--- src/rtl/seg_fault_sequencer.sv ---
// Segment/page fault sequencer at the AG/ME boundary.
// Kills the faulting instruction, drains older work, flushes the pipe,
// then redirects fetch to the fault handler. Faulting EIP/vector are
// latched for the microcode push sequence.
module seg_fault_sequencer #(
  parameter int          DRAIN_STAGES = 3,
  parameter int          FLUSH_CYCLES = 2,
  parameter logic [31:0] GP_HANDLER   = 32'h0000_1000,
  parameter logic [31:0] PF_HANDLER   = 32'h0000_2000
) (
  input  logic                    CLK,
  input  logic                    RST,
  input  logic                    LIMIT_EXC,
  input  logic                    PF_EXC,
  input  logic [31:0]             EIP_AG,
  input  logic [DRAIN_STAGES-1:0] OLDER_V,
  input  logic                    BR_FLUSH_IN,
  input  logic                    FETCH_ACK,
  output logic                    KILL_AG,
  output logic                    HOLD_FETCH,
  output logic                    FLUSH,
  output logic                    REDIRECT_V,
  output logic [31:0]             REDIRECT_EIP,
  output logic [31:0]             FAULT_EIP,
  output logic [7:0]              FAULT_VEC
);

  localparam logic [7:0] VEC_GP   = 8'h0D;
  localparam logic [7:0] VEC_PF   = 8'h0E;
  localparam logic [3:0] CNT_LOAD = 4'(FLUSH_CYCLES);

  typedef enum logic [1:0] {
    S_IDLE     = 2'd0,
    S_DRAIN    = 2'd1,
    S_FLUSH    = 2'd2,
    S_REDIRECT = 2'd3
  } state_t;

  state_t      r_state;
  state_t      w_state_nxt;
  logic [3:0]  r_cnt;
  logic [3:0]  w_cnt_nxt;
  logic [31:0] r_redirect_eip;
  logic [31:0] r_fault_eip;
  logic [7:0]  r_fault_vec;

  logic        w_fault;
  logic        w_capture;
  logic [7:0]  w_vec;
  logic [31:0] w_handler;

  // Limit violation takes priority over a page fault on the same instruction.
  assign w_fault   = LIMIT_EXC | PF_EXC;
  assign w_vec     = LIMIT_EXC ? VEC_GP : VEC_PF;
  assign w_handler = LIMIT_EXC ? GP_HANDLER : PF_HANDLER;

  // State, flush counter and fault capture registers.
  always_ff @(posedge CLK) begin
    if (RST) begin
      r_state        <= S_IDLE;
      r_cnt          <= 4'd0;
      r_redirect_eip <= 32'd0;
      r_fault_eip    <= 32'd0;
      r_fault_vec    <= 8'd0;
    end else begin
      r_state <= w_state_nxt;
      r_cnt   <= w_cnt_nxt;
      if (w_capture) begin
        r_redirect_eip <= w_handler;
        r_fault_eip    <= EIP_AG;
        r_fault_vec    <= w_vec;
      end
    end
  end

  // Next-state, counter and control-output decode.
  always_comb begin
    w_state_nxt = r_state;
    w_cnt_nxt   = r_cnt;
    w_capture   = 1'b0;
    KILL_AG     = 1'b0;
    HOLD_FETCH  = 1'b0;
    FLUSH       = 1'b0;
    REDIRECT_V  = 1'b0;
    case (r_state)
      S_IDLE: begin
        // A fault younger than a mispredicted branch dies with the branch flush.
        if (w_fault && !BR_FLUSH_IN) begin
          KILL_AG     = 1'b1;
          w_capture   = 1'b1;
          w_state_nxt = S_DRAIN;
        end
      end
      S_DRAIN: begin
        KILL_AG    = 1'b1;
        HOLD_FETCH = 1'b1;
        if (BR_FLUSH_IN) begin
          w_state_nxt = S_IDLE;
        end else if (OLDER_V == '0) begin
          w_cnt_nxt   = CNT_LOAD;
          w_state_nxt = S_FLUSH;
        end
      end
      S_FLUSH: begin
        // Nothing older remains, so a branch flush cannot arrive meaningfully here.
        KILL_AG    = 1'b1;
        HOLD_FETCH = 1'b1;
        FLUSH      = 1'b1;
        w_cnt_nxt  = r_cnt - 4'd1;
        if (r_cnt <= 4'd1) begin
          w_state_nxt = S_REDIRECT;
        end
      end
      S_REDIRECT: begin
        KILL_AG    = 1'b1;
        HOLD_FETCH = 1'b1;
        REDIRECT_V = 1'b1;
        if (FETCH_ACK) begin
          w_state_nxt = S_IDLE;
        end
      end
      default: begin
        w_state_nxt = S_IDLE;
      end
    endcase
  end

  assign REDIRECT_EIP = r_redirect_eip;
  assign FAULT_EIP    = r_fault_eip;
  assign FAULT_VEC    = r_fault_vec;

endmodule
--- config.mk ---
export PLATFORM = sky130hd
export DESIGN_NAME = seg_fault_sequencer
export DESIGN_NICKNAME = d
export VERILOG_FILES = /design/src/rtl/seg_fault_sequencer.sv
export SDC_FILE = /design/constraint.sdc
export NUM_CORES = 1
export LEC_CHECK = 0
export CAP_MARGIN = 20
export CORE_MARGIN = 1
export CORE_UTILIZATION = 40
export CTS_CLUSTER_SIZE = 14
export DETAILED_ROUTE_END_ITERATION = 12
export PLACE_DENSITY = 0.94
export SYNTH_ARGS = -nofsm -noshare
export SYNTH_HDL_FRONTEND = slang
export SYNTH_SLANG_ARGS = --single-unit
--- constraint.sdc ---
create_clock -name CLK -period 2.65 [get_ports CLK]
set_input_delay 0.53 -clock CLK [delete_from_list [all_inputs] [get_ports CLK]]
set_output_delay 0.53 -clock CLK [all_outputs]
set_load 0.02 [all_outputs]
==> reports/results.txt, run 1 <==
outcome: complete, no violations
Die Ht: 71.7 um
Detailed Routing Iterations Pass 1: 4
First DRT Iteration DRCs: 88
fin cells: 361
Slew Limit Fails: 0
Final period util: 92.3%
main area contributors after synthesis: dfxtp_1 42%, buf_4 14%, a21oi_1 9.8%, nand3_1 8.5%, o21ai_0 7.7%
CP Data Required Time: 2.12 ns
clk sinks: 41
number of synthesized flops with an enable pin: 0
sequential cell area fraction in the yosys report: 42.3%
post-DP HPWL: 3200 um
Fill cells: 411
global-route wire length before repair: 7570 um
setup ws final: 0.203 ns
post-synth top area share: 42.3%
GRT Util Overall: 18.6%
cell internal pwr: 0.000988 W
buffer count from post-CTS setup fixing: 0
reg2reg path depth: 5
Final Hold Viols: 0
IO Count: 117
RePlAce Congestion: 0.824
CP bufs+invs: 2
fin nets: 351
share of power burned in combinational logic: 25.2%
Post-Synthesis Cells: 236
clock power share: 27.2%
chip width: 71.7 um
WP depth: 4
Via Count: 1801
part of the power in registers: 47.6%
Synth Flop Type: dfxtp_1
TritonCTS buffer count: 5
area added between synthesis and finish: 39.7%
CP delay by family, top: buffers and inverters
commonest non-fill, non-tap cell in the layout: clkdlybuf4s50_1
setup slack, reg-to-reg: 0.97 ns
GRT overflow: 0
hold buffer count at cts: 0
hold path start: FAULT_EIP[25]
Worst Skew: 0.00584 ns
unrepaired setup endpoints after global routing: false
FP Rows: 24
CP arrival: 1.92 ns
Startpoint Class: primary input
Critical Path End Type: output port
Detail Route Antenna Nets: 0
starting density of the core: 43.1%
H-tree level count: 2
Ys Warns: 0
Tmin final: 2.45 ns
Worst-Skew Late Latency: 0.28 ns
Core ar.: 0.00450 mm2
WS Path Type: in2out
r2r endpoint: FAULT_VEC[1]
CP Max Fanout: 4
largest net degree at the start of global routing: 43
Clock transition at path regs: 0.07 ns
WHS: 0.474 ns
Yosys reg bits: 41
crit-path cells: clkdlybuf4s50_1, o21bai_2, nand2_1, clkdlybuf4s50_1
CTS Buffer Depth: 2
highest clock rate: 409 MHz
Setup crit start: BR_FLUSH_IN
Slowest cell on crit path: clkdlybuf4s50_1
Final setup viols: 0
CP most frequent cell: clkdlybuf4s50_1
Yosys cell types: 31
setup TNS: 0 ns
most frequent cells in the layout: 82 x clkdlybuf4s50_1, 41 x dfxtp_1, 38 x a21oi_1, 34 x conb_1, 33 x nand3_1
Hold/Removal Path Class: reg2reg
Clk Tree Root Cell: clkbuf_8
pre-CTS setup slack: 0.208 ns
die area: 0.00514 mm2
vias per cell: 4.99
drt wl/cell: 12.9 um
initial antenna violation count: 0
sw power: 0.000422 W
cell taking the most area after synthesis: dfxtp_1
worst-case vdd ir drop: 0.000317 V
leakage power: 1.02 nW
drt drc: 0
fraction of registers with async set/reset: 0%
CTS tree: built
reg2reg start: r_state[0]
IO Port Bufs: 82
Setup crit end: KILL_AG
cell area power density: 520 mW/mm2
Max Cap Viol: 0
Routed WL: 4640 um
Critical Path Max Stage Delay: 0.63 ns
Net Sw Frac: 29.9%
Gates resized, CTS repair: 0
syn_area_per_cell: 8.23 um2
Placed Cells: 353
synthesized area: 0.00194 mm2
vias in the first global route: 1665
layout cells sized above 1: 6.15%
n_diodes: 0
[power by group through the flow]
stage               combinational, W  sequential (W)  clock, W
floorplan                   0.000196        0.000723         0
global placement            0.000348        0.000684         0
detailed placement          0.000355        0.000686         0
CTS                         0.000356        0.000671  0.000396
global route                0.000384        0.000675  0.000428
finish                      0.000356        0.000671  0.000384
[cell usage after synthesis, types with 3 or more instances]
cell / number
buf_2: 6
clkbuf_1: 10
nand2_1: 3
buf_4: 37
nand3_1: 33
o21ai_1: 4
a21oi_1: 38
nor2_1: 5
nand2b_1: 3
o21ai_0: 30
dfxtp_1: 41
[per-stage QoR]
| stage | utilization (%) | power (W) | instance area, um2 |
|---|---|---|---|
| after floorplan | - | 0.000919 | 2070 |
| after global placement | 58.4 | 0.00103 | 2630 |
| after detailed placement | 58.4 | 0.00104 | 2630 |
| after CTS | 60.2 | 0.00142 | 2710 |
| after global routing | 60.2 | 0.00149 | 2710 |
| final | 60.2 | 0.00141 | 2710 |
[per-layer routing]
metal | wire [um] | vias to the layer above | share of wire [%] | GRT usage, %
li1 | - | 893 | - | -
met5 | 0 | - | 0 | 0
met4 | 46 | 0 | 0.99 | 5.88
met3 | 379 | 7 | 8.2 | 5.63
met1 | 1900 | 816 | 41 | 21.0
met2 | 2320 | 85 | 50 | 33.3
[worst register-to-register path: cells and delay by family, from the launching register on]
family                 cells  cell delay, ns
buffers and inverters      2            0.31
flip-flops                 1            0.39
AO/OA/AOI/OAI              1            0.12
AND/OR/NAND/NOR            2            0.80
[sequential cells by signal, indices dropped and copies added (netlist names), named ones only]
signal,cells
r_cnt,4
FAULT_EIP,32
r_state,1
FAULT_VEC,3
[final cells by class]
class                           count  area [um2]  share of cell area (%)
Inverter                            3        11.3                   0.415
Clock buffer                        6        72.6                    2.68
Multi-Input combinational cell    169         867                    32.0
Timing Repair Buffer               88         866                    31.9
Tap cell                           52        65.1                    2.40
Clock inverter                      2        10.0                   0.369
Sequential cell                    41         821                    30.3
[worst min-delay path by stage]
stage	endpoint	slack [ns]	depth (start not counted)
after CTS	FAULT_EIP[25]	0.48	2
after global placement	FAULT_EIP[6]	0.46	2
after global routing	FAULT_EIP[13]	0.50	2
after floorplan	r_cnt[3]	0.45	1
final	FAULT_EIP[25]	0.47	2
after detailed placement	FAULT_EIP[23]	0.47	2
[kinds of logic after synthesis]
| family | Yosys count | share of synthesized area (%) |
|---|---|---|
| flip-flops | 41 | 42.3 |
| AND/OR/NAND/NOR | 51 | 13.7 |
| other | 1 | 0.193 |
| adder cells (fa/ha/maj) | 2 | 1.29 |
| AO/OA/AOI/OAI | 82 | 23.1 |
| buffers and inverters | 59 | 19.5 |
(Power assumes the default switching activity.)
==> run 2, diff against run 1 <==
Settings changed: CORE_UTILIZATION 40 to 60, DONT_BUFFER_PORTS set to 1, PLACE_DENSITY 0.94 to 0.85.
==> reports/results.txt, run 2 (synthesized netlist as in run 1, its figures left out) <==
highest clock rate: 495 MHz
part of the power in registers: 55.4%
chip width: 58.9 um
Clk Tree Root Cell: clkbuf_4
n_diodes: 0
met2 Track Usage GR: 38.0%
Worst Skew: 0.00865 ns
Core ar.: 0.00305 mm2
grt met1 use: 23.8%
drt wl/cell: 14.4 um
Detail Route Antenna Nets: 0
share of power burned in combinational logic: 12.2%
max reg flops: 32
vias per cell: 5.57
hold buffer count at cts: 0
Net Sw Frac: 29.6%
starting density of the core: 63.6%
First DRT Iteration DRCs: 107
Startpoint Class: flop
IO Port Bufs: 0
Tmin final: 2.02 ns
TritonCTS buffer count: 5
WS Path Type: reg2out
CP Max Fanout: 36
Die Ht: 58.9 um
commonest non-fill, non-tap cell in the layout: dfxtp_1
Max Cap Viol: 0
die area: 0.00347 mm2
layout cells sized above 1: 6.73%
clock power share: 32.3%
CTS Buffer Depth: 2
most frequent cells in the layout: 41 x dfxtp_1, 38 x a21oi_1, 34 x conb_1, 33 x nand3_1, 30 x o21ai_0
H-tree level count: 2
Hold/Removal Path Class: in2reg
GR peak layer: met2
Detailed Routing Iterations Pass 1: 6
Final Hold Viols: 0
global-route wire length before repair: 5740 um
CP Data Required Time: 2.12 ns
largest net degree at the start of global routing: 43
Slew Limit Fails: 0
buffer count from post-CTS setup fixing: 0
Final period util: 76.2%
Worst-Skew Late Latency: 0.34 ns
Gates resized, CTS repair: 0
RePlAce Congestion: 0.732
post-DP HPWL: 2500 um
setup TNS: 0 ns
CTS tree: built
sw power: 0.000384 W
Clock transition at path regs: 0.12 ns
worst-case vdd ir drop: 0.000424 V
outcome: complete, no violations
FP Rows: 20
vias in the first global route: 1311
leakage power: 0.692 nW
Critical Path End Type: output port
GRT Util Overall: 22.0%
M3 GR Usage: 7.47%
Final setup viols: 0
CP arrival: 1.49 ns
unrepaired setup endpoints after global routing: false
Slew @ Worst Pin: 0.687 ns
GRT overflow: 0
IO Count: 117
WHS: 0.238 ns
fin nets: 265
Routed WL: 3840 um
cell area power density: 701 mW/mm2
initial antenna violation count: 0
Slew HR: 54.2%
Via Count: 1487
drt drc: 0
clk sinks: 41
area added between synthesis and finish: -4.51%
cell internal pwr: 0.000915 W
-- run 2: critical path: stages, from the launching register on --
cell and delay [ns]:
dfxtp_1 0.52, nor2_4 0.15, inv_2 0.47
-- run 2: stage by stage --
stage	util (%)	total power [W]	instance area [um2]	std cells	worst slack, ns
final	60.7	0.00130	1850	267	0.632
after detailed placement	58.0	0.000893	1770	259	0.924
after CTS	60.7	0.00131	1850	267	0.624
after floorplan	-	0.000919	2070	269	1.17
after global placement	58.0	0.000887	1770	259	0.998
after global routing	60.7	0.00136	1850	267	0.527
-- run 2: path summary, 6_finish.rpt --
| kind | startpoint | to | slack (ns) | cells past startpoint |
|---|---|---|---|---|
| max | r_state[0] | HOLD_FETCH | 0.63 | 2 |
| min | RST | FAULT_EIP[11] | 0.24 | 1 |
| max reg2reg | r_state[0] | FAULT_VEC[1] | 0.91 | 4 |
| min reg2reg | r_cnt[3] | r_cnt[3] | 0.49 | 1 |
-- run 2: power groups by stage --
stage / registers, W / clock network (W) / logic [W]
2_1_floorplan: 0.000723 / 0 / 0.000196
3_3_place_gp: 0.000733 / 0 / 0.000154
3_5_place_dp: 0.000735 / 0 / 0.000158
4_1_cts: 0.000720 / 0.000430 / 0.000158
5_1_grt: 0.000726 / 0.000460 / 0.000176
6_report: 0.000720 / 0.000420 / 0.000159
-- run 2: metal layers --
layer / up-vias / part of all wire [%]
met4: 0 / 1.2
met5: - / 0
li1: 722 / -
met2: 67 / 49
met3: 6 / 9.0
met1: 692 / 41
-- run 2: layout make-up --
| type | count | area (um2) |
|---|---|---|
| Fill cell | 299 | 1200 |
| Multi-Input combinational cell | 169 | 867 |
| Sequential cell | 41 | 821 |
| Clock buffer | 7 | 55.1 |
| Tap cell | 44 | 55.1 |
| Clock inverter | 1 | 30.0 |
| Timing Repair Buffer | 2 | 15.0 |
| Inverter | 3 | 11.3 |
==> run 3, diff against run 2 <==
Clock period 2.65 ns to 1.9 ns, I/O delays scaled along.
==> reports/results.txt, run 3 (synthesized netlist as in run 1, its figures left out) <==
layout cells sized above 1: 8.37%
Max Cap Viol: 0
CTS tree: built
vias per cell: 5.51
worst-case vdd ir drop: 0.000652 V
CP Data Required Time: 1.52 ns
vias in the first global route: 1227
commonest non-fill, non-tap cell in the layout: dfxtp_1
WS Path Type: reg2out
Final setup viols: 0
Worst Skew: 0.00591 ns
Via Count: 1493
RePlAce Congestion: 0.653
Tmin final: 1.72 ns
post-DP HPWL: 2500 um
FP Rows: 20
crit-path cells: nor2b_2
highest clock rate: 582 MHz
fin util: 62.1%
Gates resized, CTS repair: 0
starting density of the core: 63.6%
most frequent cells in the layout: 41 x dfxtp_1, 38 x a21oi_1, 34 x conb_1, 33 x nand3_1, 30 x o21ai_0
Routed WL: 3770 um
CTS Buffer Depth: 2
Core ar.: 0.00305 mm2
max reg flops: 32
Slowest cell on crit path: nor2b_2
leakage power: 0.715 nW
r2r endpoint: r_state[0]
setup slack, reg-to-reg: 0.43 ns
n_diodes: 0
GRT Util Overall: 21.9%
area added between synthesis and finish: -2.32%
CP delay by family, top: simple AND/OR/NAND/NOR gates
global-route wire length before repair: 5760 um
Startpoint Class: flop
Die Ht: 58.9 um
Slew HR: 64.1%
fin nets: 269
CP Max Fanout: 9
CP bufs+invs: 0
reg2reg path depth: 3
drt wl/cell: 13.9 um
hold path start: RST
IO Port Bufs: 0
outcome: complete, no violations
Detailed Routing Iterations Pass 1: 4
unrepaired setup endpoints after global routing: false
drt drc: 0
Hold/Removal Path Class: in2reg
Worst-Skew Late Latency: 0.34 ns
H-tree level count: 2
Clock transition at path regs: 0.11 ns
Final period util: 90.4%
Critical Path Max Stage Delay: 0.53 ns
initial antenna violation count: 0
cell area power density: 958 mW/mm2
Hold Path Sink: FAULT_EIP[18]
chip width: 58.9 um
IO Count: 117
clk sinks: 41
TritonCTS buffer count: 5
largest net degree at the start of global routing: 43
Critical Path End Type: output port
setup TNS: 0 ns
Final Hold Viols: 0
CP arrival: 1.34 ns
die area: 0.00347 mm2
Hold Path Depth: 1
hold buffer count at cts: 0
GRT overflow: 0
First DRT Iteration DRCs: 161
Slew @ Worst Pin: 0.535 ns
Detail Route Antenna Nets: 0
Slew Limit Fails: 0
Clk Tree Root Cell: clkbuf_4
buffer count from post-CTS setup fixing: 0
-- run 3: cell types whose count changed in the layout (fill, tap and decap cells not counted), sizes merged --
cell / previous run / this run
buf: 2 / 6
-- run 3: how the worst max path moves through the flow --
| stage | from | end | slack [ns] | cells after the start |
|---|---|---|---|---|
| finish | flop | FLUSH | 0.18 | 1 |
| floorplan | r_state[0] | HOLD_FETCH | 0.68 | 3 |
| CTS | flop | FLUSH | 0.18 | 1 |
| global placement | flop | r_cnt[2] | 0.50 | 3 |
| global route | flop | FLUSH | 0.05 | 1 |
| detailed placement | flop | r_cnt[3] | 0.45 | 3 |
-- run 3: stage by stage --
step | hold WS [ns] | instance area [um2] | setup slack [ns] | power (W) | instances
after floorplan | 0.451 | 2070 | 0.678 | 0.00128 | 269
after global placement | 0.452 | 1810 | 0.504 | 0.00125 | 263
after detailed placement | 0.454 | 1810 | 0.453 | 0.00126 | 263
after CTS | 0.0747 | 1900 | 0.176 | 0.00183 | 271
after global routing | 0.0540 | 1900 | 0.0492 | 0.00191 | 271
final | 0.0924 | 1900 | 0.183 | 0.00182 | 271
-- run 3: final cells by class --
cell class / count / area, um2
Sequential cell: 41 / 821
Multi-Input combinational cell: 169 / 867
Timing Repair Buffer: 6 / 57.6
Fill cell: 325 / 1160
Tap cell: 44 / 55.1
Clock inverter: 1 / 30.0
Inverter: 3 / 11.3
Clock buffer: 7 / 55.1
-- run 3: per-layer routing --
layer | track usage, % | up-vias | part of all wire, %
met3 | 8.35 | 4 | 9.2
li1 | - | 730 | -
met4 | 6.46 | 0 | 0.82
met2 | 35.2 | 70 | 49
met5 | 0 | - | 0
met1 | 27.2 | 689 | 41
-- run 3: where the power goes --
part / switching [W] / internal (W) / leakage (nW)
logic: 0.000170 / 0.0000648 / 0.334
clock network: 0.000264 / 0.000314 / 0.0455
registers: 0.0000949 / 0.000909 / 0.335
